$ cat config.mk
export PLATFORM = sky130hd
export DESIGN_NAME = alu_arbiter
export DESIGN_NICKNAME = d
export VERILOG_FILES = /design/src/rtl/alu_ctrl_pkg.sv /design/src/rtl/alu_arbiter_rr.sv /design/src/rtl/alu_arbiter.sv
export SDC_FILE = /design/constraint.sdc
export NUM_CORES = 1
export LEC_CHECK = 0
export ABC_AREA = 1
export CAP_MARGIN = 25
export CORE_MARGIN = 10
export CORE_UTILIZATION = 38
export CTS_CLUSTER_SIZE = 12
export DETAILED_ROUTE_END_ITERATION = 12
export PLACE_DENSITY = 0.82
export SLEW_MARGIN = 20
export SYNTH_ARGS = -nofsm -noshare
export SYNTH_HDL_FRONTEND = slang
export SYNTH_SLANG_ARGS = --single-unit
$ cat constraint.sdc
create_clock -name clk -period 1.85 [get_ports clk]
set_clock_uncertainty 0.1 [all_clocks]
set_input_delay 0.2775 -clock clk [delete_from_list [all_inputs] [get_ports clk]]
set_output_delay 0.2775 -clock clk [all_outputs]
set_load 0.02 [all_outputs]
$ cat src/rtl/alu_ctrl_pkg.sv
// Shared definitions for the ALU request arbiter.
//   DATA_W       operand / result width
//   OP_*         requester and ALU opcodes (OP_PASS drives result = B)
//   state_e      controller FSM encoding
//   rsp_kind_e   how the response of an accepted operation is formed
//   classify_op  decides, at acceptance, whether an operation reaches the ALU
package alu_ctrl_pkg;

    localparam int DATA_W = 16;

    localparam logic [2:0] OP_ADD  = 3'b000;
    localparam logic [2:0] OP_SUB  = 3'b001;
    localparam logic [2:0] OP_MUL  = 3'b010;
    localparam logic [2:0] OP_DIV  = 3'b011;
    localparam logic [2:0] OP_PASS = 3'b111;

    typedef enum logic {
        ST_IDLE = 1'b0,
        ST_EXEC = 1'b1
    } state_e;

    typedef enum logic [1:0] {
        RSP_ALU     = 2'd0,  // data = alu_result, no error
        RSP_ALU_ERR = 2'd1,  // data = alu_result, error (multiply operand > 8 bits)
        RSP_DIV0    = 2'd2,  // no issue, data = all ones, error
        RSP_ILLEGAL = 2'd3   // no issue, data = 0, error
    } rsp_kind_e;

    function automatic rsp_kind_e classify_op(input logic [2:0]        op,
                                              input logic [DATA_W-1:0] a,
                                              input logic [DATA_W-1:0] b);
        rsp_kind_e kind;
        case (op)
            OP_ADD, OP_SUB: kind = RSP_ALU;
            OP_MUL: kind = ((|a[DATA_W-1:DATA_W/2]) || (|b[DATA_W-1:DATA_W/2]))
                           ? RSP_ALU_ERR : RSP_ALU;
            OP_DIV: kind = (b == '0) ? RSP_DIV0 : RSP_ALU;
            default: kind = RSP_ILLEGAL;
        endcase
        return kind;
    endfunction

endpackage

$ cat src/rtl/alu_arbiter_rr.sv
// Two-way arbiter with round-robin or fixed (port 0 first) priority.
//   clk, rst_n   clock, asynchronous active-low reset
//   req[1:0]     request vector
//   fixed        1: port 0 always wins a tie; 0: port not granted last wins
//   update       record the current grant as the last grant
//   gnt[1:0]     one-hot grant (combinational)
//   last_grant   index of the most recently granted port; resets to 1
module rr_arbiter2 (
    input  logic       clk,
    input  logic       rst_n,
    input  logic [1:0] req,
    input  logic       fixed,
    input  logic       update,
    output logic [1:0] gnt,
    output logic       last_grant
);

    logic last_grant_q, last_grant_d;

    always_comb begin
        gnt = 2'b00;
        case (req)
            2'b01:   gnt = 2'b01;
            2'b10:   gnt = 2'b10;
            2'b11:   gnt = (fixed || last_grant_q) ? 2'b01 : 2'b10;
            default: gnt = 2'b00;
        endcase

        last_grant_d = last_grant_q;
        if (update && (|gnt)) begin
            last_grant_d = gnt[1];
        end
    end

    always_ff @(posedge clk or negedge rst_n) begin
        if (!rst_n) begin
            last_grant_q <= 1'b1;
        end else begin
            last_grant_q <= last_grant_d;
        end
    end

    assign last_grant = last_grant_q;

endmodule

$ cat src/rtl/alu_arbiter.sv
// Two requesters sharing one registered ALU.
//   clk, rst_n                        clock, asynchronous active-low reset
//   reqN_valid/ready/op/a/b           request handshake and fields (N = 0,1)
//   rspN_valid/data/err               one-cycle response pulse, held data/err
//   alu_a/alu_b/alu_op                registered operands to the shared ALU
//   alu_result                        registered ALU output, ALU_LAT edges behind
//
//   state   | meaning
//   --------+-------------------------------------------------------------
//   ST_IDLE | ready offered to the arbitration winner, alu_op = PASS
//   ST_EXEC | one operation in flight, latency down-counter running
module alu_arbiter
    import alu_ctrl_pkg::*;
#(
    parameter int PRIO_FIXED = 0,
    parameter int ALU_LAT    = 1
) (
    input  logic              clk,
    input  logic              rst_n,

    input  logic              req0_valid,
    output logic              req0_ready,
    input  logic [2:0]        req0_op,
    input  logic [DATA_W-1:0] req0_a,
    input  logic [DATA_W-1:0] req0_b,

    input  logic              req1_valid,
    output logic              req1_ready,
    input  logic [2:0]        req1_op,
    input  logic [DATA_W-1:0] req1_a,
    input  logic [DATA_W-1:0] req1_b,

    output logic              rsp0_valid,
    output logic [DATA_W-1:0] rsp0_data,
    output logic              rsp0_err,

    output logic              rsp1_valid,
    output logic [DATA_W-1:0] rsp1_data,
    output logic              rsp1_err,

    output logic [DATA_W-1:0] alu_a,
    output logic [DATA_W-1:0] alu_b,
    output logic [2:0]        alu_op,
    input  logic [DATA_W-1:0] alu_result
);

    // Counter is loaded with ALU_LAT at acceptance; the response edge is the
    // one that sees it at zero, i.e. ALU_LAT + 1 edges after acceptance.
    localparam int               CNT_W    = (ALU_LAT > 1) ? $clog2(ALU_LAT + 1) : 1;
    localparam logic [CNT_W-1:0] CNT_LOAD = CNT_W'(ALU_LAT);

    state_e            state_q, state_d;
    logic [CNT_W-1:0]  cnt_q, cnt_d;
    rsp_kind_e         kind_q, kind_d;
    logic [2:0]        alu_op_q, alu_op_d;
    logic [DATA_W-1:0] alu_a_q, alu_a_d;
    logic [DATA_W-1:0] alu_b_q, alu_b_d;
    logic              rsp0_valid_q, rsp0_valid_d;
    logic [DATA_W-1:0] rsp0_data_q, rsp0_data_d;
    logic              rsp0_err_q, rsp0_err_d;
    logic              rsp1_valid_q, rsp1_valid_d;
    logic [DATA_W-1:0] rsp1_data_q, rsp1_data_d;
    logic              rsp1_err_q, rsp1_err_d;

    logic [1:0]        gnt;
    logic              last_grant;
    logic              accept;
    logic [2:0]        sel_op;
    logic [DATA_W-1:0] sel_a, sel_b;
    rsp_kind_e         sel_kind;
    logic [DATA_W-1:0] fin_data;
    logic              fin_err;

    // The arbiter only records a grant at acceptance, so while in EXEC its
    // last_grant is the id of the port that owns the in-flight operation.
    rr_arbiter2 u_arb (
        .clk        (clk),
        .rst_n      (rst_n),
        .req        ({req1_valid, req0_valid}),
        .fixed      (PRIO_FIXED != 0),
        .update     (accept),
        .gnt        (gnt),
        .last_grant (last_grant)
    );

    assign req0_ready = (state_q == ST_IDLE) && gnt[0];
    assign req1_ready = (state_q == ST_IDLE) && gnt[1];
    assign accept     = (state_q == ST_IDLE) && (|gnt);

    assign sel_op   = gnt[1] ? req1_op : req0_op;
    assign sel_a    = gnt[1] ? req1_a  : req0_a;
    assign sel_b    = gnt[1] ? req1_b  : req0_b;
    assign sel_kind = classify_op(sel_op, sel_a, sel_b);

    always_comb begin
        fin_data = alu_result;
        fin_err  = 1'b0;
        case (kind_q)
            RSP_ALU:     begin fin_data = alu_result;  fin_err = 1'b0; end
            RSP_ALU_ERR: begin fin_data = alu_result;  fin_err = 1'b1; end
            RSP_DIV0:    begin fin_data = '1;          fin_err = 1'b1; end
            RSP_ILLEGAL: begin fin_data = '0;          fin_err = 1'b1; end
            default:     begin fin_data = alu_result;  fin_err = 1'b0; end
        endcase
    end

    always_comb begin
        state_d      = state_q;
        cnt_d        = cnt_q;
        kind_d       = kind_q;
        alu_op_d     = alu_op_q;
        alu_a_d      = alu_a_q;
        alu_b_d      = alu_b_q;
        rsp0_valid_d = 1'b0;
        rsp0_data_d  = rsp0_data_q;
        rsp0_err_d   = rsp0_err_q;
        rsp1_valid_d = 1'b0;
        rsp1_data_d  = rsp1_data_q;
        rsp1_err_d   = rsp1_err_q;

        unique case (state_q)
            ST_IDLE: begin
                if (accept) begin
                    kind_d  = sel_kind;
                    cnt_d   = CNT_LOAD;
                    state_d = ST_EXEC;
                    // Divide-by-zero and illegal opcodes never reach the ALU.
                    if ((sel_kind == RSP_ALU) || (sel_kind == RSP_ALU_ERR)) begin
                        alu_op_d = sel_op;
                        alu_a_d  = sel_a;
                        alu_b_d  = sel_b;
                    end
                end
            end
            ST_EXEC: begin
                if (cnt_q == '0) begin
                    if (last_grant) begin
                        rsp1_valid_d = 1'b1;
                        rsp1_data_d  = fin_data;
                        rsp1_err_d   = fin_err;
                    end else begin
                        rsp0_valid_d = 1'b1;
                        rsp0_data_d  = fin_data;
                        rsp0_err_d   = fin_err;
                    end
                    alu_op_d = OP_PASS;
                    state_d  = ST_IDLE;
                end else begin
                    cnt_d = cnt_q - CNT_W'(1);
                end
            end
            default: state_d = ST_IDLE;
        endcase
    end

    always_ff @(posedge clk or negedge rst_n) begin
        if (!rst_n) begin
            state_q      <= ST_IDLE;
            cnt_q        <= '0;
            kind_q       <= RSP_ALU;
            alu_op_q     <= OP_PASS;
            alu_a_q      <= '0;
            alu_b_q      <= '0;
            rsp0_valid_q <= 1'b0;
            rsp0_data_q  <= '0;
            rsp0_err_q   <= 1'b0;
            rsp1_valid_q <= 1'b0;
            rsp1_data_q  <= '0;
            rsp1_err_q   <= 1'b0;
        end else begin
            state_q      <= state_d;
            cnt_q        <= cnt_d;
            kind_q       <= kind_d;
            alu_op_q     <= alu_op_d;
            alu_a_q      <= alu_a_d;
            alu_b_q      <= alu_b_d;
            rsp0_valid_q <= rsp0_valid_d;
            rsp0_data_q  <= rsp0_data_d;
            rsp0_err_q   <= rsp0_err_d;
            rsp1_valid_q <= rsp1_valid_d;
            rsp1_data_q  <= rsp1_data_d;
            rsp1_err_q   <= rsp1_err_d;
        end
    end

    assign alu_op     = alu_op_q;
    assign alu_a      = alu_a_q;
    assign alu_b      = alu_b_q;
    assign rsp0_valid = rsp0_valid_q;
    assign rsp0_data  = rsp0_data_q;
    assign rsp0_err   = rsp0_err_q;
    assign rsp1_valid = rsp1_valid_q;
    assign rsp1_data  = rsp1_data_q;
    assign rsp1_err   = rsp1_err_q;

endmodule

== Word level (Yosys, flattened, before mapping) ==
Index checks and enable logic that the tools add are counted.
Storage, ports and cells
  bits of input ports: 90
  bits in registers: 76
Operators by class
  add/sub/neg operators: 1
  eq/ne operators: 13
  bitwise logic cells: 3
  muxes and demuxes: 26
  reduce and logical (&&, ||, !) cells: 21
Operators by type and width (count)
  one-hot mux 16 bit (3 select lines): 1
  2-to-1 mux 16 bit: 2
  logical NOT 16 bit: 1
  OR reduction 8 bit: 2
  2-to-1 mux 3 bit: 4
  one-hot mux 2 bit (3 select lines): 2
  AND reduction 3 bit: 4
  2-to-1 mux 1 bit: 11
  == test 2 bit, second input constant: 4
  == test 2 x 1 -> 1 bit, second input constant: 3
  == test 3 x 2 -> 1 bit, second input constant: 2
  one-hot mux 1 bit (2 select lines): 3
  one-hot mux 3 bit (2 select lines): 1
  OR reduction 2 bit: 3
  logical AND 1 bit: 4
  logical NOT 2 bit: 2
  2-to-1 mux 2 bit: 2
  inequality test 2 x 1 -> 1 bit, second input constant: 2
  == test 3 x 1 -> 1 bit, second input constant: 1
  logical NOT 3 bit: 1
  inverter 1 bit: 3
  OR reduction 3 bit: 1
  logical OR 1 bit: 2
  inequality test 2 bit, second input constant: 1
  2 further kinds: 2

== Logic depth before layout (Yosys ltp) ==
Gate-level depths: netlist of run 1.
  depth after elaboration: 12
  depth in mapped cells: 14
  gate-level depth less buffers: 12

== Cells and area by module ==
From an unflattened synthesis of run 1, not the netlist that was laid out.
Second synthesis, totals
  cells, all modules: 454
  area, all modules: 3542.1 um^2
By module, submodules not included
  alu_arbiter: instances 1, sequential area each 1880.6 um^2, cells an instance 445, area each 3474.6 um^2
  rr_arbiter2: instances 1, sequential area each 26.3 um^2, cells an instance 9, area each 67.6 um^2

== Worst setup path after synthesis of run 1 ==
Ideal clock, no wire load.
  kind: register -> register
  start: register u_arb.last_grant_q, in the netlist u_arb.last_grant
  end: register alu_a_q[14], in the netlist alu_a[14]
  path buffers: 3
  stages on the path, launching flop included: 15
  arrival: 1.704 ns
  required time: 1.634 ns
  path slack: -0.071 ns
  clock period less this slack: 1.921 ns
  cells stage by stage: dfstp_2 -> nand2_1 -> buf_4 -> buf_6 -> nand3_1 -> nand2_1 -> nor2_1 -> nand3_1 -> nor2_1 -> nand2_1 -> nand2_4 -> inv_2 -> buf_6 -> nand2_1 -> nand2_1
On the way
  longest elaborated chain between the ends: 10
Ends and longest elaborated chain
  from (decl): line alu_arbiter_rr.sv:18  | logic last_grant_q, last_grant_d;
  from (signal assigned): line alu_arbiter_rr.sv:39  | last_grant_q <= last_grant_d;
  2-to-1 mux 2 bit (*): line alu_arbiter_rr.sv:25  | 2'b11: gnt = (fixed || last_grant_q) ? 2'b01 : 2'b10;
  one-hot mux 2 bit (3 select lines) (*): line alu_arbiter_rr.sv:22  | case (req)
  2-to-1 mux 16 bit, on equally long branches: line alu_arbiter.sv:91, alu_arbiter.sv:92
  OR reduction 8 bit: line alu_ctrl_pkg.sv:35  | OP_MUL: kind = ((|a[DATA_W-1:DATA_W/2]) || (|b[DATA_W-1:DATA_W/2]))
  logical OR 1 bit: line alu_ctrl_pkg.sv:35
  2-to-1 mux 1 bit: line alu_ctrl_pkg.sv:36  | ? RSP_ALU_ERR : RSP_ALU;
  one-hot mux 2 bit (3 select lines): line alu_ctrl_pkg.sv:33  | case (op)
  == test 2 x 1 -> 1 bit / logical NOT 2 bit (equally long branches): line alu_arbiter.sv:128  | if ((sel_kind == RSP_ALU) || (sel_kind == RSP_ALU_ERR)) begin
  logical OR 1 bit: line alu_arbiter.sv:128
  AND reduction 3 bit (no line)
  to (signal assigned): line alu_arbiter.sv:175  | alu_a_q <= alu_a_d;
  to (decl): line alu_arbiter.sv:56  | logic [DATA_W-1:0] alu_a_q, alu_a_d;
Every way passes the cells marked *; elsewhere a longest branch is shown, timed or not.
A chain may end at the register's enable or synchronous reset.

== Worst setup path in the final report of run 1 ==
  start: register u_arb.last_grant_q, in the netlist u_arb.last_grant
  end: register alu_a_q[8], in the netlist alu_a[8]
The elaborated chain is that of the path after synthesis.

==> results of run 1 <==
path summary, 6_finish.rpt:
kind	end	startpoint	cells after the start	slack [ns]
setup / recovery	alu_a[8]$_DFFE_PN0P_	u_arb.last_grant$_DFFE_PN1P_	11	-0.22
setup reg to reg	alu_a[8]$_DFFE_PN0P_	u_arb.last_grant$_DFFE_PN1P_	11	-0.22
hold reg to reg	rsp1_data[0]$_DFFE_PN0P_	rsp1_data[0]$_DFFE_PN0P_	2	0.38
min in group clk	rsp1_data[0]$_DFFE_PN0P_	rsp1_data[0]$_DFFE_PN0P_	2	0.38
hold / removal	alu_a[5]$_DFFE_PN0P_	rst_n	2	0.34
max in group asynchronous	alu_b[2]$_DFFE_PN0P_	rst_n	3	0.76
registers in the layout (all words and copies together) (netlist names), 2 cells and up:
name	cells
alu_op	3
alu_b	16
alu_a	16
kind_q	2
rsp1_data	16
rsp0_data	16
power by group through the flow:
stage | logic (mW) | clock network [mW] | registers [mW]
after floorplan | 1.78 | 0 | 3.79
after global placement | 5.07 | 0 | 2.94
after detailed placement | 5.22 | 0 | 2.97
after CTS | 5.30 | 1.54 | 2.96
after global routing | 5.78 | 1.62 | 3.05
final | 5.32 | 1.52 | 2.96
synth_stat cells, drive strengths merged:
| cell | count | area [sq um] |
|---|---|---|
| nand2 | 188 | 716 |
| a31oi | 6 | 37.5 |
| nand4 | 1 | 6.26 |
| dfrtp | 72 | 1800 |
| clkbuf | 6 | 22.5 |
| o21ai | 30 | 150 |
| inv | 31 | 116 |
| mux2i | 8 | 80.1 |
| nor2 | 36 | 140 |
| clkinv | 1 | 3.75 |
| o21bai | 1 | 7.51 |
| dfstp | 4 | 105 |
| a21oi | 17 | 88.8 |
| buf | 17 | 116 |
| nand3b | 2 | 15.0 |
| nand3 | 32 | 160 |
| o21a | 1 | 7.51 |
per-layer routing:
metal  vias to the layer above  track usage  wire length (microns)
met5                         -            0                      0
met4                         0       0.0478                    110
met3                        10       0.0530                    990
met2                       130        0.312                   6460
met1                      1751        0.197                   4890
li1                       1851            -                      -
metrics by stage:
stage           util  hold slack [ns]
2_1_floorplan      -           -0.118
3_3_place_gp   0.614            0.155
5_1_grt        0.657            0.369
4_1_cts        0.650            0.347
6_report       0.657            0.345
3_5_place_dp   0.614            0.156
what timing repair did:
action                                 4_1_cts  5_1_grt
gates cloned                                 2        2
gates resized for setup                     23        8
pin swaps                                    0        1
endpoints found under the hold margin       27        0
setup endpoints to repair                   42       39
setup buffers                                4        0
hold buffers                                 1        0
cells by family (layout without fill, tap and decap cells):
family                 count (synthesis)  after routing  share of synthesized area
multiplexers                           8              8                     0.0224
AND/OR/NAND/NOR                      259            260                      0.290
AO/OA/AOI/OAI                         55             55                     0.0816
buffers and inverters                 55            268                     0.0725
flip-flops                            76             76                      0.533
area by class of cell:
cell class / count / area share
sequential: 76 / 0.316
clock inverter: 6 / 0.0186
tap: 111 / 0.0230
multi-input combinational: 323 / 0.243
clock buffer: 10 / 0.0211
timing repair buffer: 220 / 0.358
inverter: 32 / 0.0207
critical path, delay by kind of cell (launching register included):
kind / cells / cell delay [ns]
compound gates: 1 / 0.07
simple gates: 8 / 0.85
buf+inv: 2 / 0.36
flops: 1 / 0.56
==> metrics.txt, run 1 <==
commonest non-fill, non-tap cell in the layout nand2_1; crit path time final 2.07 ns; switching part of the total 0.409; maximum clock path buffer count 2; clk root buf clkbuf_8; post-synthesis sequential area ratio 0.533; RD Place Congestion slightly below 0.9; status finished, violations left; Worst Path Max Fanout 19; HP Class in2async; Layout Area Growth over Synthesis 69.1%; leakage roughly 3 nW; Req. time, crit path between 1.5 and 2 ns; Critical Path Start Type register; # DRC 0; Vias about 3700; maximum clock rate around 480 MHz; part of the power in registers 0.302; Sw Pwr about 4 mW; Post-Route WL 12.4 mm; CTS tree built; Ports between 150 and 200; #FFs+latches synth 76; area of the core between 9000 and 10000 sq um; worst slew margin relative to its limit 0.630; commonest cells after routing, fill and taps aside 183 x nand2_1, 155 x clkdlybuf4s50_1, 72 x dfrtp_1; # nets final 752; Combinational Power Share 0.543; flip-flop and latch area between 1500 and 2000 sq um; n_diodes 0; crit end category register; Post-Place Worst Slack -0.582 ns; Pwr Density 1620 nW/um^2; Slew @ Worst Pin 0.552 ns; vias in the first global route approximately 3800; Crit path largest cell delay around 0.56 ns; Reg clk slew, reported paths 0.08 ns; P_int between 5 and 6 mW; footprint of the multi-input gates between 1000 and 1500 sq um; initial antenna violation count 0; Port Buffers roughly 160; worst IR drop on VDD 0.620 mV; fin crit share 1.12; drt pass-1 iters 4; CP max stage cell dfstp_2; height of the die ~120 microns; Syn. warnings 0; final std cells w/o fill 778; max cap viols 0; Mean Syn Cell Area slightly below 8 sq um; final setup TNS -6.85 ns; Fillers 777; critical path class reg2reg; Netlist cell types 25; TritonCTS Buffers 9; Syn Nets 543; Initial Util 0.389; RSZ-0062 raised after global routing yes; Total GRT Usage 0.175; Rows 35; pins over their slew limit 0; synthesized instance count 453; HPWL Detailed ~9.5 mm; Die Span X 117 microns; crit path cell chain nand2_4 -> buf_12 -> nand3_2 -> nand2_2 -> nor2_2 -> nand3_2 -> nor2_2 -> nand2_2 -> nand2_4 -> clkbuf_16 -> o21ai_1; Clk pwr share 0.155; Clk Latency, worst-skew pair ~0.34 ns; largest net degree at the start of global routing 36; placed cells 753; WL/cell 16.0 microns; vias per std cell 4.81; DRT iter0 DRCs between 200 and 250; DP Area roughly 5600 sq um; wire length of the first global-routing pass approximately 19 mm; mapped cell area roughly 3600 sq um; final hold vios 0; PnR worst setup slack -0.217 ns; Die Area approximately 14000 sq um; Routed Antenna Nets 0; Worst EP arrival approximately 2.2 ns; Final setup viols 37; H-tree levels 3; fin area roughly 6000 sq um; clk sink count 76; failing checks setup timing; layout cells sized above 1 0.153; global route total overflow 0; Final Total Pwr 9.79 mW
(Power assumes the default switching activity.)
==> run 2, diff against run 1 <==
--- a/config.mk
+++ b/config.mk
@@ -7,6 +7,7 @@
 export LEC_CHECK = 0
 export ABC_AREA = 1
 export CAP_MARGIN = 25
+export CORE_ASPECT_RATIO = 0.5
 export CORE_MARGIN = 10
 export CORE_UTILIZATION = 38
 export CTS_CLUSTER_SIZE = 12
==> metrics.txt, run 2 (synthesis gave the netlist of run 1 again) <==
final hold vios 0 (unchanged); Worst Path Max Fanout 7 (was 19); TritonCTS Buffers 9 (unchanged); RD Place Congestion 0.886 (was 0.870); Vias 4175 (was 3742); # DRC 0 (unchanged); Req. time, crit path 2.01 ns (was 1.97 ns); layout cells sized above 1 0.231 (was 0.153); PnR worst setup slack -0.418 ns (was -0.217 ns); hold slack 0.327 ns (was 0.345 ns); Die Area 13900 sq um (was 13700 sq um); Pwr Density 1700 nW/um^2 (was 1620 nW/um^2); WL/cell 19.8 microns (was 16.0 microns); Port Buffers 162 (unchanged); status finished, violations left (unchanged); maximum clock rate 441 MHz (was 484 MHz); clk root buf clkbuf_16 (was clkbuf_8); crit path time final 2.27 ns (was 2.07 ns); DP Area 5630 sq um (was 5650 sq um); HPWL Detailed 9.40 mm (was 9.49 mm); worst IR drop on VDD 0.650 mV (was 0.620 mV); final std cells w/o fill 791 (was 778); Reg clk slew, reported paths 0.06 ns (was 0.08 ns); Initial Util 0.401 (was 0.389); crit path launch u_arb.last_grant$_DFFE_PN1P_ (unchanged); Rows 24 (was 35); critical path class reg2reg (unchanged); vias per std cell 5.28 (was 4.81); leakage 3.15 nW (was 2.97 nW); Routed Antenna Nets 0 (unchanged); Post-Route WL 15.7 mm (was 12.4 mm); max cap viols 0 (unchanged); vias in the first global route 4103 (was 3839); failing checks setup timing (unchanged); global route total overflow 0 (unchanged); largest net degree at the start of global routing 36 (unchanged); CTS tree built (unchanged); Fillers 611 (was 777); H-tree levels 3 (unchanged); maximum clock path buffer count 2 (unchanged); Post-Place Worst Slack -0.493 ns (was -0.582 ns); pins over their slew limit 0 (unchanged); drt pass-1 iters 6 (was 4); Worst EP arrival 2.43 ns (was 2.19 ns); initial antenna violation count 0 (unchanged); n_diodes 0 (unchanged); fin crit share 1.23 (was 1.12); DRT iter0 DRCs 305 (was 246); RSZ-0062 raised after global routing yes (unchanged); height of the die 88.6 microns (was 117 microns); Clk Latency, worst-skew pair 0.34 ns (about the same); crit end category register (unchanged); area of the core 8920 sq um (was 9200 sq um); Critical Path Start Type register (unchanged); worst slew margin relative to its limit 0.714 (was 0.630); Final setup viols 38 (was 37); Ports 163 (unchanged); wire length of the first global-routing pass 21.2 mm (was 18.8 mm); fin area 6530 sq um (was 6040 sq um); commonest cells after routing, fill and taps aside 158 x nand2_1, 154 x clkdlybuf4s50_1, 72 x dfrtp_1 (was 183 x nand2_1, 155 x clkdlybuf4s50_1, 72 x dfrtp_1); commonest non-fill, non-tap cell in the layout nand2_1 (unchanged); Slew @ Worst Pin 0.429 ns (was 0.552 ns); HP Class in2async (unchanged); Die Span X 157 microns (was 117 microns); # nets final 759 (was 752); Layout Area Growth over Synthesis 82.8% (was 69.1%); placed cells 754 (was 753); Total GRT Usage 0.194 (was 0.175); beginning of the worst register-to-register path u_arb.last_grant$_DFFE_PN1P_ (unchanged); clk sink count 76 (unchanged)
[run 2: cell types whose count changed in the layout (fill, tap and decap cells not counted), sizes merged]
cell / previous run / this run
inv: 32 / 31
bufinv: 3 / 2
nand2: 189 / 188
dlymetal6s2s: 0 / 1
clkdlybuf4s50: 155 / 154
buf: 58 / 64
clkbuf: 12 / 16
[run 2: power by group]
| group | internal (mW) | total, mW | switching (mW) | leakage (nW) |
|---|---|---|---|---|
| registers | 2.49 | 3.03 | 0.533 | 0.918 |
| logic | 2.76 | 6.08 | 3.32 | 2.07 |
| clock network | 1.29 | 1.99 | 0.698 | 0.169 |
[run 2: worst paths after layout]
check / to / slack [ns] / cells past startpoint
max in group asynchronous: rsp1_data[8]$_DFFE_PN0P_ / 0.67 / 3
worst min-delay path: alu_b[13]$_DFFE_PN0P_ / 0.33 / 2
worst max register to register: alu_op[0]$_DFFE_PN1P_ / -0.42 / 13
min in group clk: rsp1_data[1]$_DFFE_PN0P_ / 0.37 / 2
worst min register to register: rsp1_data[1]$_DFFE_PN0P_ / 0.37 / 2
worst max-delay path: alu_op[0]$_DFFE_PN1P_ / -0.42 / 13
[run 2: stage by stage]
stage | total power [mW] | TNS, ns | util
after floorplan | 5.57 | -0.230 | -
after global placement | 8.08 | -15.84 | 0.631
after detailed placement | 8.24 | -17.52 | 0.631
after CTS | 10.5 | -7.93 | 0.694
after global routing | 11.7 | -15.97 | 0.733
final | 11.1 | -12.89 | 0.733
[run 2: critical path, stage by stage (launching register included)]
cell and delay (ns):
dfstp_2 0.59, nand2_8 0.11, buf_12 0.16, nand3b_1 0.14, nand2_2 0.12, nor2_2 0.12, nand3_2 0.08, nor2_2 0.14
nand2_2 0.11, nand2_8 0.12, buf_4 0.12, nand2_1 0.07, nand2_1 0.12, nand2_1 0.10
[run 2: layout make-up]
cell class,instances,area [sq um],area share
inverter,32,128,0.0195
multi-input combinational,322,1660,0.254
clock buffer,12,267,0.0408
clock inverter,4,70.1,0.0107
timing repair buffer,228,2360,0.361
tap,117,146,0.0224
sequential,76,1910,0.292
[run 2: routing by layer]
| metal | vias up | part of all wire | track usage | wire, microns |
|---|---|---|---|---|
| met5 | - | 0 | 0 | 0 |
| met4 | 0 | 0.059 | 0.0868 | 933 |
| met3 | 80 | 0.073 | 0.0591 | 1150 |
| met2 | 249 | 0.51 | 0.365 | 7970 |
| met1 | 1979 | 0.36 | 0.198 | 5630 |
| li1 | 1867 | - | - | - |
[run 2: repair_timing]
item,in CTS,in global routing
endpoints found under the setup margin,42,57
hold endpoints to repair,26,0
pin swaps,8,15
gates cloned,3,4
resized for setup,40,54
hold buffers,1,0
setup buffers,5,10
